==> config.mk <==
export PLATFORM = sky130hd
export DESIGN_NAME = banco_registros_param
export DESIGN_NICKNAME = d
export VERILOG_FILES = /design/src/rtl/banco_pkg.sv /design/src/rtl/barrido_limpieza.sv /design/src/rtl/banco_registros_param.sv
export SDC_FILE = /design/constraint.sdc
export NUM_CORES = 1
export LEC_CHECK = 0
export CORE_AREA = 5 5 131 133
export DETAILED_ROUTE_END_ITERATION = 10
export DIE_AREA = 0 0 136 138
export GPL_TIMING_DRIVEN = 0
export PLACE_DENSITY_LB_ADDON = 0.25
export SYNTH_ARGS = -nofsm -noshare
export SYNTH_HDL_FRONTEND = slang
export SYNTH_SLANG_ARGS = --single-unit
==> constraint.sdc <==
create_clock -name Reloj -period 2 [get_ports Reloj]
set_input_delay 0.2 -clock Reloj [delete_from_list [all_inputs] [get_ports Reloj]]
set_output_delay 0.2 -clock Reloj [all_outputs]
set_load 0.05 [all_outputs]
==> src/rtl/banco_pkg.sv <==
// Shared types and defaults for the register bank and its clear sweep.
// Default build: BANCO_R0_CERO_EN undefined (register 0 is ordinary).
package banco_pkg;

  localparam int ANCHO_DEF       = 16;
  localparam int PROFUNDIDAD_DEF = 8;

  typedef enum logic {
    INACTIVO  = 1'b0,
    BARRIENDO = 1'b1
  } estado_barrido_t;

  // Address width, never narrower than one bit.
  function automatic int dir_ancho(input int p);
    return (p > 2) ? $clog2(p) : 1;
  endfunction

endpackage

==> src/rtl/barrido_limpieza.sv <==
// Sequential clear sweep: walks a pointer over every register once.
// Limpiar is ignored while the sweep is running.
module barrido_limpieza
  import banco_pkg::*;
#(
  parameter int PROFUNDIDAD = PROFUNDIDAD_DEF,
  parameter int DIR_ANCHO   = dir_ancho(PROFUNDIDAD_DEF)
) (
  input  logic                 i_reloj,
  input  logic                 i_reiniciar,
  input  logic                 i_limpiar,
  output logic                 o_ocupado,
  output logic [DIR_ANCHO-1:0] o_puntero,
  output logic                 o_borrar
);

  localparam logic [DIR_ANCHO-1:0] ULTIMO =
    DIR_ANCHO'(PROFUNDIDAD - 1);

  estado_barrido_t      r_estado;
  estado_barrido_t      w_estado_sig;
  logic [DIR_ANCHO-1:0] r_puntero;
  logic [DIR_ANCHO-1:0] w_puntero_sig;

  // State and pointer registers; reset aborts any sweep.
  always_ff @(posedge i_reloj) begin
    if (i_reiniciar) begin
      r_estado  <= INACTIVO;
      r_puntero <= '0;
    end else begin
      r_estado  <= w_estado_sig;
      r_puntero <= w_puntero_sig;
    end
  end

  // Next state, pointer advance and clear strobe.
  always_comb begin
    w_estado_sig  = r_estado;
    w_puntero_sig = r_puntero;
    o_borrar      = 1'b0;
    unique case (r_estado)
      INACTIVO: begin
        if (i_limpiar) begin
          w_estado_sig  = BARRIENDO;
          w_puntero_sig = '0;
        end
      end
      BARRIENDO: begin
        o_borrar = 1'b1;
        if (r_puntero == ULTIMO) begin
          w_estado_sig  = INACTIVO;
          w_puntero_sig = '0;
        end else begin
          w_puntero_sig = r_puntero + 1'b1;
        end
      end
    endcase
  end

  assign o_ocupado = (r_estado == BARRIENDO);
  assign o_puntero = r_puntero;

endmodule

==> src/rtl/banco_registros_param.sv <==
// Register bank: one write port, two registered read ports, clear sweep.
// Macro BANCO_R0_CERO_EN: register 0 hardwired to zero when defined.
module banco_registros_param
  import banco_pkg::*;
#(
  parameter  int ANCHO       = ANCHO_DEF,
  parameter  int PROFUNDIDAD = PROFUNDIDAD_DEF,
  localparam int DIR_ANCHO   = dir_ancho(PROFUNDIDAD)
) (
  input  logic                 Reloj,
  input  logic                 Reiniciar,
  input  logic                 HabilitarEscritura,
  input  logic [DIR_ANCHO-1:0] DireccionEscritura,
  input  logic [ANCHO-1:0]     Entrada,
  input  logic [DIR_ANCHO-1:0] DireccionA,
  input  logic [DIR_ANCHO-1:0] DireccionB,
  input  logic                 Limpiar,
  output logic [ANCHO-1:0]     SalidaA,
  output logic [ANCHO-1:0]     SalidaB,
  output logic                 Ocupado,
  output logic                 EscrituraRechazada
);

  localparam logic [DIR_ANCHO:0] LIMITE =
    (DIR_ANCHO + 1)'(PROFUNDIDAD);

  logic [ANCHO-1:0]     r_mem [PROFUNDIDAD];
  logic [ANCHO-1:0]     r_sal_a;
  logic [ANCHO-1:0]     r_sal_b;
  logic                 r_rechazo;
  logic                 w_ocupado;
  logic                 w_borrar;
  logic [DIR_ANCHO-1:0] w_puntero;
  logic                 w_dir_ok;
  logic                 w_r0;
  logic                 w_acepta;
  logic                 w_rechaza;
  logic [ANCHO-1:0]     w_lect_a;
  logic [ANCHO-1:0]     w_lect_b;

  barrido_limpieza #(
    .PROFUNDIDAD (PROFUNDIDAD),
    .DIR_ANCHO   (DIR_ANCHO)
  ) u_barrido (
    .i_reloj     (Reloj),
    .i_reiniciar (Reiniciar),
    .i_limpiar   (Limpiar),
    .o_ocupado   (w_ocupado),
    .o_puntero   (w_puntero),
    .o_borrar    (w_borrar)
  );

  assign w_dir_ok = {1'b0, DireccionEscritura} < LIMITE;

`ifdef BANCO_R0_CERO_EN
  assign w_r0 = (DireccionEscritura == '0);
`else
  assign w_r0 = 1'b0;
`endif

  // Writes are never accepted during a sweep, so write and clear
  // never target the bank in the same cycle.
  assign w_acepta  = HabilitarEscritura && !w_ocupado
                     && w_dir_ok && !w_r0;
  assign w_rechaza = HabilitarEscritura
                     && (w_ocupado || !w_dir_ok);

  // Read value for one port: stored data, bypassed by a same-cycle
  // write or clear, zero outside the bank.
  function automatic logic [ANCHO-1:0] leer(
    input logic [DIR_ANCHO-1:0] d,
    input logic [ANCHO-1:0]     guardado
  );
    logic [ANCHO-1:0] v;
    v = guardado;
    if (w_acepta && d == DireccionEscritura) v = Entrada;
    if (w_borrar && d == w_puntero) v = '0;
    if ({1'b0, d} >= LIMITE) v = '0;
`ifdef BANCO_R0_CERO_EN
    if (d == '0) v = '0;
`endif
    return v;
  endfunction

  // Combinational read selection for both ports.
  always_comb begin
    w_lect_a = leer(DireccionA, r_mem[DireccionA]);
    w_lect_b = leer(DireccionB, r_mem[DireccionB]);
  end

  // Storage: reset, accepted writes, sweep clears.
  always_ff @(posedge Reloj) begin
    if (Reiniciar) begin
      for (int i = 0; i < PROFUNDIDAD; i++) r_mem[i] <= '0;
    end else begin
      if (w_acepta) r_mem[DireccionEscritura] <= Entrada;
      if (w_borrar) r_mem[w_puntero] <= '0;
    end
  end

  // Registered read ports and rejected-write pulse.
  always_ff @(posedge Reloj) begin
    if (Reiniciar) begin
      r_sal_a   <= '0;
      r_sal_b   <= '0;
      r_rechazo <= 1'b0;
    end else begin
      r_sal_a   <= w_lect_a;
      r_sal_b   <= w_lect_b;
      r_rechazo <= w_rechaza;
    end
  end

  assign SalidaA            = r_sal_a;
  assign SalidaB            = r_sal_b;
  assign Ocupado            = w_ocupado;
  assign EscrituraRechazada = r_rechazo;

endmodule

==> out/metrics.cfg, run 1 <==
[run_status]
status=finished clean

[hold_path]
hold_class=in -> reg

[floorplan]
ios=63
row_count=46
die_w_um=136
die_area_sq_mm=0.0188
die_height_um=138
core_area_sq_mm=0.0157
start_util_pct=51.6

[worst_setup_path]
crit_chain=buf_6 -> xnor2_4 -> nand3_2 -> a2111oi_4 -> o311a_1 -> buf_6 -> buf_12 -> mux2i_4
reg2reg_to=SalidaB[9]
critPathLaunchType=flip-flop
crit_path_max_fanout=8
crit_path_start=u_barrido.o_puntero[1]
cp_common_cell=buf_6
r2r_cells=8
critPathArrivalTime_ns=2.32
slowest_delay_ns=0.33
required_ns=2.35
crit_slowest_cell=dfxtp_2
path_class=reg -> reg
reg2reg_from=u_barrido.o_puntero[1]
critPathCaptureType=flip-flop
r2r_slack_ns=0.03
worstSetupEndpoint=SalidaB[9]

[global_routing]
overflow=0
grt_first_pass_wirelength_um=34600
antenna_found_initial=0
grt_util_met3_pct=6.02
grt_busiest_layer=met2
use_met2_pct=40.8
grt_util_met1_pct=31.5
grt_pass1_vias=5825
grt_start_max_net_pins=17
grt_use_total_pct=25.2

[power_and_ir_drop]
pwr-share-clk_pct=39.9
power.internal_w=0.00676
finalPower_w=0.00903
pwr-share-seq_pct=44.0
p_switching_w=0.00227
power_frac_comb_pct=16.1
ir_worst_vdd_v=0.000650
swShare_pct=25.1
p_leak_nw=3.89
pwr_density_cell_mw_per_mm2=880

[cells_and_area]
utilization_pct=65.3
multi_input_area_sq_mm=0.00359
register_area_sq_mm=0.00459
nFillCells=1109
areaGrowthSynthToFinish_pct=26.4
diodes=0
drive_gt1_share_pct=30.8
fin_nets=720

[cts]
clk_pin_slew_worst_paths_ns=0.06
cts_made_buffers=17
numClockSinks=165
cts_root_buf=clkbuf_16
cts_tree=done
clock_path_buffers=2
htreeDepth=4
insertion_delay_ns=0.43

[detailed_routing]
vias_per_cell=6.14
vias=5637
drtPass1Iterations=5
ant_nets=0
wl_per_cell_um=25.3
drc=0
drt_iter0_markers=693
totalWireLength_um=23200

[synth]
synth_cell_types=35
netlist_instances=594
ys_warn_count=0
ys_seq_area_share_pct=56.5
synth_ff_type=edfxtp_1
synth_edf_count=128
synth-async-reset-ratio_pct=0
syn-num-nets=625
avgSynthCellArea_sq_um=13.7
ys_ff_latch=165
netlist_area_sq_mm=0.00811

[timing]
hold_viol_final=0
drv_slew=0
setup_ws_ns=0.0306
worst_slew_pin_slew_ns=0.944
holdWs_ns=0.206
setup_tns_ns=0
fin_skew_ns=0.00522
fin_crit_sh_pct=98.5
min_period_ns=1.97
setup_viol=0
maxSlewHeadroom_pct=37.1
fmax_mhz=508

[place]
globalplace.congestion=0.859
dp_slack_ns=-0.960
place_hpwl_um=14000
port_buffers=55

[run]
maxCapViolCount=0

==> logic make-up (layout without fill, tap and decap cells) <==
family                     count (synthesis)  count (layout)  share of synthesized area [%]
and+or+nand+nor                          224             225                           11.4
adders and majority gates                  2               2                          0.308
buffers and inverters                     46             153                           2.70
muxes                                    130             130                           26.4
AOI/OAI and AO/OA                         17              17                           1.54
xor gates and xnor gates                  10              10                           1.08
DFF                                      165             165                           56.5
==> worst max-delay path, delay by kind of cell (launching register included) <==
kind	cells	cell delay, ns
buffers and inverters	3	0.46
muxes	1	0.24
xor gates and xnor gates	1	0.18
and+or+nand+nor	1	0.11
DFF	1	0.33
AOI/OAI and AO/OA	2	0.55
==> per-stage QoR <==
stage / instance area (sq um) / cells
finish: 10300 / 918
CTS: 10100 / 913
global route: 10300 / 918
detailed placement: 8970 / 865
floorplan: 8150 / 594
global placement: 8970 / 865
==> worst min-delay path by stage <==
stage                                 from                     end  slack [ns]  depth (start not counted)
floorplan               HabilitarEscritura      EscrituraRechazada        0.34                          2
global placement    u_barrido.o_puntero[1]  u_barrido.o_puntero[1]        0.58                          3
detailed placement  u_barrido.o_puntero[2]     u_barrido.o_ocupado        0.62                          2
CTS                              Reiniciar             SalidaA[10]        0.22                          4
global route                     Reiniciar             SalidaA[10]        0.21                          4
finish                           Reiniciar             SalidaA[10]        0.21                          4
==> what timing repair did <==
item,CTS,global route
pin swaps,3,5
buffers inserted,16,4
endpoints found under the setup margin,288,232
cloned,1,1
hold buffers,0,0
resized for setup,61,32
==> placed cells by master, fill, tap and decap left out, drive strengths merged, types with 3 or more instances in the layout <==
master	n
a21oi	5
xnor2	10
nand2	60
mux2	32
clkbuf	43
nand3	5
nor3b	3
edfxtp	128
nand2b	17
mux2i	34
mux4	64
clkdlybuf4s50	55
dfxtp	37
clkinv	8
nor2	134
o21ai	3
buf	40
bufinv	5
==> registers in the layout, summed over array words and instances, names as in the netlist <==
name and count:
EscrituraRechazada 1, SalidaB 16, u_barrido.o_puntero 3, SalidaA 16, u_barrido.o_ocupado 1, r_mem 128
==> cell usage after synthesis (all sizes together), types with 2 or more instances <==
library cell | count | area (sq um)
a21oi | 5 | 25.0
a41oi | 2 | 25.0
buf | 19 | 118
clkbuf | 25 | 93.8
dfxtp | 37 | 741
edfxtp | 128 | 3840
ha | 2 | 25.0
mux2 | 32 | 360
mux2i | 34 | 340
mux4 | 64 | 1440
nand2 | 60 | 225
nand2b | 16 | 108
nand3 | 5 | 25.0
nand3b | 2 | 15.0
nor2 | 134 | 503
nor2b | 2 | 12.5
nor3b | 3 | 22.5
o21ai | 3 | 15.0
xnor2 | 10 | 87.6
==> cell type report <==
| cell class | instances | area share, % |
|---|---|---|
| buffer | 43 | 2.83 |
| clock buffer | 19 | 4.32 |
| clock inverter | 13 | 1.99 |
| inverter | 2 | 0.0732 |
| multi-input combinational | 384 | 35.0 |
| sequential | 165 | 44.8 |
| tap | 216 | 2.64 |
| timing repair buffer | 76 | 8.33 |
==> routing by layer <==
layer	share of wire, %	up-vias
met5	0	-
met4	4.5	0
met3	9.5	68
met2	50	325
met1	36	2846
li1	-	2398
==> power groups by stage <==
stage          Clock, W  Sequential (W)  Combinational (W)
2_1_floorplan         0         0.00424           0.000651
3_3_place_gp          0         0.00402            0.00125
3_5_place_dp          0         0.00404            0.00127
4_1_cts         0.00362         0.00397            0.00140
5_1_grt         0.00378         0.00399            0.00152
6_report        0.00360         0.00398            0.00145
Note: power is estimated with default switching activity, not from simulation.
==> run 2, diff against run 1 <==
--- a/config.mk
+++ b/config.mk
@@ -10,6 +10,7 @@
 export DIE_AREA = 0 0 136 138
 export GPL_TIMING_DRIVEN = 0
 export PLACE_DENSITY_LB_ADDON = 0.25
+export RECOVER_POWER = 25
 export SYNTH_ARGS = -nofsm -noshare
 export SYNTH_HDL_FRONTEND = slang
 export SYNTH_SLANG_ARGS = --single-unit
==> out/metrics.cfg, run 2 (same netlist as run 1, synthesis figures left out) <==
[run_status]
status=finished clean

[cts]
hold_buffers=0
cts_made_buffers=17
clock_path_buffers=2
cts_root_buf=clkbuf_16
clk_pin_slew_worst_paths_ns=0.06
numClockSinks=165
insertion_delay_ns=0.43
cts_tree=done
htreeDepth=4

[floorplan]
ios=63
core_area_sq_mm=0.0157
die_w_um=136
row_count=46
die_height_um=138
die_area_sq_mm=0.0188
start_util_pct=51.6

[global_routing]
grt_use_total_pct=25.2
antenna_found_initial=0
grt_start_max_net_pins=17
overflow=0
grt_first_pass_wirelength_um=34600
grt_pass1_vias=5825

[cells_and_area]
mostFrequentLayoutCells=nor2_1 (134), edfxtp_1 (128), mux4_2 (64)
drive_gt1_share_pct=30.8
diodes=0
fin_nets=720
areaGrowthSynthToFinish_pct=26.4
regMostFlops=r_mem
final_area_sq_mm=0.0103
nFillCells=1109
largest_register_ffs=128
register_area_sq_mm=0.00459
multi_input_area_sq_mm=0.00359
final_common_cell=nor2_1

[power_and_ir_drop]
ir_worst_vdd_v=0.000650
power.internal_w=0.00674
swShare_pct=25.2
pwr-share-seq_pct=44.1
pwr_density_cell_mw_per_mm2=879
p_switching_w=0.00227
p_leak_nw=3.95
power_frac_comb_pct=15.9
pwr-share-clk_pct=40.0

[place]
port_buffers=55
globalplace.congestion=0.859
place_hpwl_um=14000
placed_area_sq_mm=0.00897

[detailed_routing]
drc=0
vias_per_cell=6.16
ant_nets=0
drt_iter0_markers=694
totalWireLength_um=23200
wl_per_cell_um=25.3
vias=5655
drtPass1Iterations=5

[timing]
drv_slew=0
setup_tns_ns=0
setup_viol=0
maxSlewHeadroom_pct=36.8
fin_skew_ns=0.00533
fin_crit_sh_pct=98.6
holdWs_ns=0.205
fmax_mhz=507
hold_viol_final=0
min_period_ns=1.97
worst_slew_pin_slew_ns=0.948

[worst_setup_path]
required_ns=2.35
crit_path_start=u_barrido.o_puntero[1]
crit_slowest_cell=dfxtp_2
path_class=reg -> reg
reg2reg_from=u_barrido.o_puntero[1]
crit_path_max_fanout=8
crit_chain=buf_6 -> xnor2_4 -> nand3_2 -> a2111oi_4 -> o311a_1 -> buf_6 -> buf_12 -> mux2i_4
cp_common_cell=buf_6
critPathCaptureType=flip-flop
slowest_delay_ns=0.33
r2r_slack_ns=0.03
critPathArrivalTime_ns=2.32
critPathLaunchType=flip-flop
critPathBufInv=3
cpLargestDelayFamily=compound AO/OA/AOI/OAI gates

[hold_path]
hold_class=in -> reg
min_from=Reiniciar

[run]
maxCapViolCount=0

==> run 2: path summary, 6_finish.rpt <==
kind,depth (start not counted),endpoint
worst max-delay path,8,SalidaB[9]
worst min-delay path,4,SalidaA[10]
worst max register to register,8,SalidaB[9]
worst min register to register,2,u_barrido.o_puntero[0]
==> run 2: through the flow <==
| stage | total power, W | cells | utilization [%] | worst slack, ns |
|---|---|---|---|---|
| floorplan | 0.00489 | 594 | - | -0.0833 |
| global placement | 0.00527 | 865 | 57.1 | -0.915 |
| detailed placement | 0.00532 | 865 | 57.1 | -0.960 |
| CTS | 0.00898 | 913 | 64.2 | 0.00683 |
| global route | 0.00927 | 918 | 65.3 | -0.0376 |
| finish | 0.00901 | 918 | 65.3 | 0.0289 |
==> run 2: routing by layer <==
layer,share of wire [%],track usage [%],vias to the layer above
met1,36,31.5,2851
li1,-,-,2398
met2,50,40.8,332
met4,4.6,12.8,0
met3,9.3,6.02,74
met5,0,0,-
==> run 2: timing repair <==
item                       CTS  global route
setup endpoints to repair  288           232
pin swaps                    3             5
resized for setup           61            32
setup buffers               16             4
cloned                       1             1
==> run 2: worst reg2reg max path: cells and delay by family, from the launching register on <==
kind | cells | cell delay, ns
compound gates | 2 | 0.55
mux | 1 | 0.25
buf+inv | 3 | 0.48
flops | 1 | 0.33
xor+xnor | 1 | 0.18
simple gates | 1 | 0.11
==> run 2: power groups by stage <==
| stage | Sequential [W] | Clock [W] | Combinational [W] |
|---|---|---|---|
| after floorplan | 0.00424 | 0 | 0.000651 |
| after global placement | 0.00402 | 0 | 0.00125 |
| after detailed placement | 0.00404 | 0 | 0.00127 |
| after CTS | 0.00397 | 0.00362 | 0.00140 |
| after global routing | 0.00399 | 0.00378 | 0.00150 |
| final | 0.00397 | 0.00360 | 0.00144 |
==> run 2: cell type report <==
class	instances	share of cell area, %
timing repair buffer	76	8.33
clock inverter	13	1.99
multi-input combinational	384	35.0
clock buffer	19	4.32
sequential	165	44.8
buffer	43	2.83
inverter	2	0.0732
tap	216	2.64
